<file path="src/rtl/util_cpack_timestamp_n.sv">
// Packs enabled 16-bit channels into 64-bit words, optionally prefixing each block
// of captures with a magic header word and the timestamp of its first capture.
module util_cpack_timestamp_n #(
  parameter int          NUM_OF_CHANNELS  = 4,
  parameter logic [63:0] TIMESTAMP_MAGIC  = 64'h504D5453454D4954,
  parameter int          DROP_COUNT_WIDTH = 16
) (
  input  logic                          clk,
  input  logic                          reset,
  input  logic [63:0]                   timestamp,
  input  logic [31:0]                   timestamp_every,
  input  logic [NUM_OF_CHANNELS-1:0]    enable,
  input  logic                          fifo_wr_en,
  input  logic [16*NUM_OF_CHANNELS-1:0] fifo_wr_data,
  output logic                          fifo_wr_overflow,
  output logic                          packed_fifo_wr_en,
  output logic                          packed_fifo_wr_sync,
  output logic [63:0]                   packed_fifo_wr_data,
  input  logic                          packed_fifo_wr_overflow,
  output logic [DROP_COUNT_WIDTH-1:0]   dropped_count
);

  localparam logic [2:0] ST_RESET     = 3'd0;
  localparam logic [2:0] ST_WAIT      = 3'd1;
  localparam logic [2:0] ST_FLUSH     = 3'd2;
  localparam logic [2:0] ST_TS_HEADER = 3'd3;
  localparam logic [2:0] ST_TS_VALUE  = 3'd4;
  localparam logic [2:0] ST_STORE     = 3'd5;
  localparam logic [2:0] ST_OUTPUT    = 3'd6;

  logic [2:0]                    state_q, state_d;
  logic [NUM_OF_CHANNELS-1:0]    enable_q, enable_d;
  logic [16*NUM_OF_CHANNELS-1:0] data_q, data_d;
  logic [63:0]                   ts_q, ts_d;
  logic [31:0]                   counter_q, counter_d;
  logic [2:0]                    index_in_q, index_in_d;
  logic [1:0]                    index_out_q, index_out_d;
  logic [63:0]                   packed_q, packed_d;
  logic                          lane0_first_q, lane0_first_d;
  logic                          drop_pulse_q, drop_pulse_d;
  logic [DROP_COUNT_WIDTH-1:0]   dropped_q, dropped_d;

  logic [3:0]  en_count;
  logic [3:0]  run;
  logic [15:0] sel_data;
  logic [63:0] flush_data;
  logic        resync, capture, drop, last_in;

  // Walk the enables once: total count, and the channel whose rank equals index_in.
  always_comb begin
    run      = 4'd0;
    sel_data = 16'd0;
    for (int i = 0; i < NUM_OF_CHANNELS; i++) begin
      if (enable_q[i] && (run == {1'b0, index_in_q}))
        sel_data = data_q[16*i +: 16];
      run = run + {3'd0, enable_q[i]};
    end
    en_count = run;
  end

  for (genvar gi = 0; gi < 4; gi++) begin : g_flush
    assign flush_data[16*gi +: 16] = (2'(gi) < index_out_q) ? packed_q[16*gi +: 16] : 16'd0;
  end

  assign resync  = (enable != enable_q);
  assign last_in = ({1'b0, index_in_q} == (en_count - 4'd1));
  assign capture = (state_q == ST_WAIT) && fifo_wr_en && (en_count != 4'd0) && !resync;
  assign drop    = fifo_wr_en && (state_q != ST_WAIT) && (state_q != ST_RESET);

  always_comb begin
    state_d       = state_q;
    enable_d      = enable;
    data_d        = data_q;
    ts_d          = ts_q;
    counter_d     = counter_q;
    index_in_d    = index_in_q;
    index_out_d   = index_out_q;
    packed_d      = packed_q;
    lane0_first_d = lane0_first_q;
    drop_pulse_d  = drop;
    dropped_d     = dropped_q;

    if (drop && (dropped_q != {DROP_COUNT_WIDTH{1'b1}}))
      dropped_d = dropped_q + 1'b1;

    case (state_q)
      ST_RESET: begin
        index_in_d    = 3'd0;
        index_out_d   = 2'd0;
        counter_d     = 32'd0;
        packed_d      = 64'd0;
        lane0_first_d = 1'b0;
        state_d       = ST_WAIT;
      end
      ST_WAIT: begin
        if (capture) begin
          data_d = fifo_wr_data;
          if (timestamp_every != 32'd0) begin
            counter_d = (counter_q >= timestamp_every - 32'd1) ? 32'd0 : counter_q + 32'd1;
            if (counter_q == 32'd0) begin
              ts_d    = timestamp;
              state_d = (index_out_q != 2'd0) ? ST_FLUSH : ST_TS_HEADER;
            end else begin
              state_d = ST_STORE;
            end
          end else begin
            if (index_out_q == 2'd0)
              ts_d = timestamp;
            state_d = ST_STORE;
          end
        end
      end
      ST_FLUSH: begin
        index_out_d = 2'd0;
        state_d     = ST_TS_HEADER;
      end
      ST_TS_HEADER: state_d = ST_TS_VALUE;
      ST_TS_VALUE:  state_d = ST_STORE;
      ST_STORE: begin
        for (int k = 0; k < 4; k++) begin
          if (index_out_q == 2'(k))
            packed_d[16*k +: 16] = sel_data;
        end
        // Lane 0 carrying a capture's first channel is what marks an aligned word.
        if (index_out_q == 2'd0)
          lane0_first_d = (index_in_q == 3'd0);
        index_out_d = index_out_q + 2'd1;
        index_in_d  = last_in ? 3'd0 : index_in_q + 3'd1;
        if (index_out_q == 2'd3)
          state_d = ST_OUTPUT;
        else if (last_in)
          state_d = ST_WAIT;
      end
      ST_OUTPUT: state_d = (index_in_q != 3'd0) ? ST_STORE : ST_WAIT;
      default:   state_d = ST_RESET;
    endcase

    if (resync)
      state_d = ST_RESET;
  end

  always_ff @(posedge clk) begin
    if (reset) begin
      state_q       <= ST_RESET;
      enable_q      <= '0;
      data_q        <= '0;
      ts_q          <= 64'd0;
      counter_q     <= 32'd0;
      index_in_q    <= 3'd0;
      index_out_q   <= 2'd0;
      packed_q      <= 64'd0;
      lane0_first_q <= 1'b0;
      drop_pulse_q  <= 1'b0;
      dropped_q     <= '0;
    end else begin
      state_q       <= state_d;
      enable_q      <= enable_d;
      data_q        <= data_d;
      ts_q          <= ts_d;
      counter_q     <= counter_d;
      index_in_q    <= index_in_d;
      index_out_q   <= index_out_d;
      packed_q      <= packed_d;
      lane0_first_q <= lane0_first_d;
      drop_pulse_q  <= drop_pulse_d;
      dropped_q     <= dropped_d;
    end
  end

  always_comb begin
    packed_fifo_wr_en   = 1'b0;
    packed_fifo_wr_sync = 1'b0;
    packed_fifo_wr_data = packed_q;
    case (state_q)
      ST_FLUSH: begin
        packed_fifo_wr_en   = 1'b1;
        packed_fifo_wr_data = flush_data;
      end
      ST_TS_HEADER: begin
        packed_fifo_wr_en   = 1'b1;
        packed_fifo_wr_sync = 1'b1;
        packed_fifo_wr_data = TIMESTAMP_MAGIC;
      end
      ST_TS_VALUE: begin
        packed_fifo_wr_en   = 1'b1;
        packed_fifo_wr_data = ts_q;
      end
      ST_OUTPUT: begin
        packed_fifo_wr_en   = 1'b1;
        packed_fifo_wr_sync = (timestamp_every == 32'd0) && lane0_first_q;
      end
      default: ;
    endcase
  end

  assign fifo_wr_overflow = packed_fifo_wr_overflow | drop_pulse_q;
  assign dropped_count    = dropped_q;

endmodule

</file>
<file path="config.mk">
export PLATFORM = sky130hd
export DESIGN_NAME = util_cpack_timestamp_n
export DESIGN_NICKNAME = d
export VERILOG_FILES = /design/src/rtl/util_cpack_timestamp_n.sv
export SDC_FILE = /design/constraint.sdc
export NUM_CORES = 1
export LEC_CHECK = 0
export CORE_MARGIN = 2
export CORE_UTILIZATION = 28
export DETAILED_ROUTE_END_ITERATION = 10
export DONT_BUFFER_PORTS = 1
export GPL_TIMING_DRIVEN = 1
export HOLD_SLACK_MARGIN = 0.03
export PLACE_DENSITY = 0.47
export SLEW_MARGIN = 20
export SYNTH_ARGS = -nofsm -noshare
export SYNTH_HDL_FRONTEND = slang
export SYNTH_SLANG_ARGS = --single-unit
</file>
<file path="constraint.sdc">
create_clock -name clk -period 5.6 [get_ports clk]
set_input_delay 0.84 -clock clk [delete_from_list [all_inputs] [get_ports clk]]
set_output_delay 0.84 -clock clk [all_outputs]
set_load 0.005 [all_outputs]
</file>
==> reports/qor.txt <==
N_diodes: 0
Most frequent cell after synthesis: dfxtp_1
Post-route antenna net violation count: 0
Yosys cell types: 63
Met1 usage: 23.37%
Post-CTS Hold Fix Bufs: 0
Seq/Total Area, Yosys: 37.37%
Clock skew: 16.38 ps
Ys async rst share: 0%
Met3 Usage GRT: 5.591%
Global-route wire length before repair: 69580 um
Chip width: 224.4 um
Headroom to the max-slew limit: 25.11%
Cts repair resizes: 0
Setup violations, final: 0
Total congestion overflow: 0
Peak supply drop: 0.2282 mV
Setup TNS: 0 ps
Number of enable flip-flop cells after synthesis: 0
Via count: 12010
F_max: 0.2390 GHz
Post-synth top area cell: dfxtp_1
PwrDens: 267.2 nW/um^2
Critical path class: register to output pin
Yosys warns: 0
Die Area: 50380 um^2
Area grow syn2layout: 10.75%
Finished Cell Area: 15070 um^2
Syn_nets: 1895
Crit path max fanout: 35
Initial Util: 28.44%
Clock Pin Slew Worst Setup and Hold Paths: 60 ps
H-Tree Depth: 1
Crit path DAT: 3340 ps
Cells after synthesis: 1677
Clock period minus worst slack: 4185 ps
Vias in the first global route: 11630
Std-Cell Rows: 80
Yosys reg bits: 254
Number of remaining DRC errors: 0
Ports: 251
Crit start category: register
Post-CTS Setup Bufs: 0
Detailed-route wire length per cell: 20.20 um
Iteration-0 DRC Markers: 718
Share of the synthesized area in the top cell type: 37.37%
Final Hold Viols: 0
Antenna violations before repair: 6
Setup ws final: 1415 ps
RePlAce Congestion: 0.7961
Hold crit path type: input port to register
Dpl cell area: 14040 um^2
Tot GR Track Use: 17.49%
Max-cap violations: 0
Worst-Skew Late Latency: 580 ps
Layout cell share with drive strength beyond 1: 10.95%
Part of the cycle the worst path needs: 74.73%
Mapped Area: 13610 um^2
# port buffers: 0
Crit path required time: 4760 ps
Largest net degree at the start of global routing: 165
Leak Pwr: 4.925 nW
Dpl ws: 962.6 ps
Worst setup EP type: output pin
Top post-synthesis cells by area: dfxtp_1 37%, a22o_1 7.6%, nand2_1 6.7%, a21oi_1 5.2%, nand3_1 4.6%
Vias per std cell: 5.341
Core Box Area: 47850 um^2
Clock Sinks: 254
CTS tree: yes
Fin. max-slew vios: 0
Hold slack: 325.4 ps
Met2 Resource Use GR: 27.63%
Syn avg cell area: 8.114 um^2
Routed WL: 45420 um
Clk buf depth: 3
Worst Tran Pin Value: 1119 ps
Status: finished clean
Busiest layer in global routing: met2
Number of buffers created by CTS: 30
Top_reg_cell synth: dfxtp_1
RSZ-0062 raised after global routing: no
Detailed Routing Iterations Pass 1: 5
Root Driver: clkbuf_16
Detailed placer's ending HPWL: 31560 um
Final net count: 1829
Most frequent cells after synthesis: 254 x dfxtp_1, 243 x nand2_1, 142 x a21oi_1
Die Span Y: 224.4 um
[logic make-up after synthesis]
family / count (synthesis) / synth area share [%]
compound gates: 527 / 26.40
xor+xnor: 56 / 3.660
fa+ha+maj: 50 / 4.708
buf+inv: 164 / 5.627
flops: 254 / 37.37
mux: 3 / 0.3494
simple gates: 623 / 21.88
[per-layer routing]
layer / vias up / wire length (um)
met5: - / 83
met3: 68 / 3629
li1: 5892 / -
met1: 5762 / 20560
met2: 279 / 20320
met4: 12 / 832
[path summary, 6_finish.rpt]
kind	depth (start not counted)	to	start	slack, ps
worst max-delay path	5	packed_fifo_wr_data[5]	state_q[2]	1420
worst min-delay path	1	ts_q[47]	reset	330
worst max register to register	11	counter_q[30]	enable_q[0]	1600
worst min register to register	2	data_q[37]	data_q[37]	460
[cells in the final DEF, fill, tap and decap left out, types with 4 or more instances in the layout]
| cell | Yosys | layout |
|---|---|---|
| nand4_1 | 24 | 24 |
| nor2_1 | 89 | 85 |
| nor2b_1 | 20 | 19 |
| nand2b_1 | 7 | 7 |
| nor3_1 | 18 | 17 |
| clkinv_2 | 0 | 5 |
| or3_1 | 24 | 24 |
| xnor2_1 | 39 | 39 |
| or4_1 | 12 | 12 |
| o211a_1 | 17 | 17 |
| a22o_1 | 118 | 118 |
| and4_1 | 4 | 4 |
| clkbuf_16 | 0 | 31 |
| a21oi_1 | 142 | 142 |
| nor4_1 | 18 | 17 |
| a22oi_1 | 4 | 4 |
| o31ai_1 | 25 | 23 |
| o21ai_1 | 59 | 59 |
| nor3b_1 | 4 | 4 |
| a221o_1 | 5 | 5 |
| inv_1 | 37 | 37 |
| and2_1 | 11 | 11 |
| ha_1 | 48 | 48 |
| o21ai_0 | 67 | 67 |
| nand3_1 | 126 | 126 |
| dfxtp_1 | 254 | 252 |
| clkbuf_8 | 0 | 7 |
| nand2_1 | 243 | 243 |
| o21ai_2 | 9 | 9 |
| a21oi_2 | 61 | 61 |
| xor2_1 | 16 | 16 |
| and3_1 | 7 | 7 |
| buf_4 | 2 | 27 |
[critical path: stages (launching register included)]
cell     delay, ps
dfxtp_2        790
nor2b_2        690
and2_1         210
buf_4          370
a21oi_1        310
a22o_1         370
[cell type report]
type	instances	area (um^2)
clock buffer	41	883.3
clock inverter	14	143.9
fill	5118	32780
inverter	37	138.9
multi-input combinational	1259	7804
sequential	254	5087
tap	615	769.5
timing repair buffer	29	242.7
[metrics by stage]
step	cells	utilization, %	total power [mW]
after floorplan	1677	-	1.988
after global placement	2194	29.33	2.021
after detailed placement	2194	29.34	2.024
after CTS	2249	31.49	4.078
after global routing	2249	31.50	4.167
final	2249	31.50	4.026
[sequential cells by signal (all words and copies together) (netlist names)]
signal	count
packed_q	64
index_out_q	2
enable_q	4
counter_q	32
state_q	3
dropped_count	16
ts_q	64
drop_pulse_q	1
lane0_first_q	1
index_in_q	3
data_q	64
[power breakdown]
group	switching, mW	internal (mW)
Clock	0.847	1.20
Sequential	0.00317	1.81
Combinational	0.109	0.0609
Total	0.959	3.07
No activity file was read; power rests on OpenSTA's default activity.
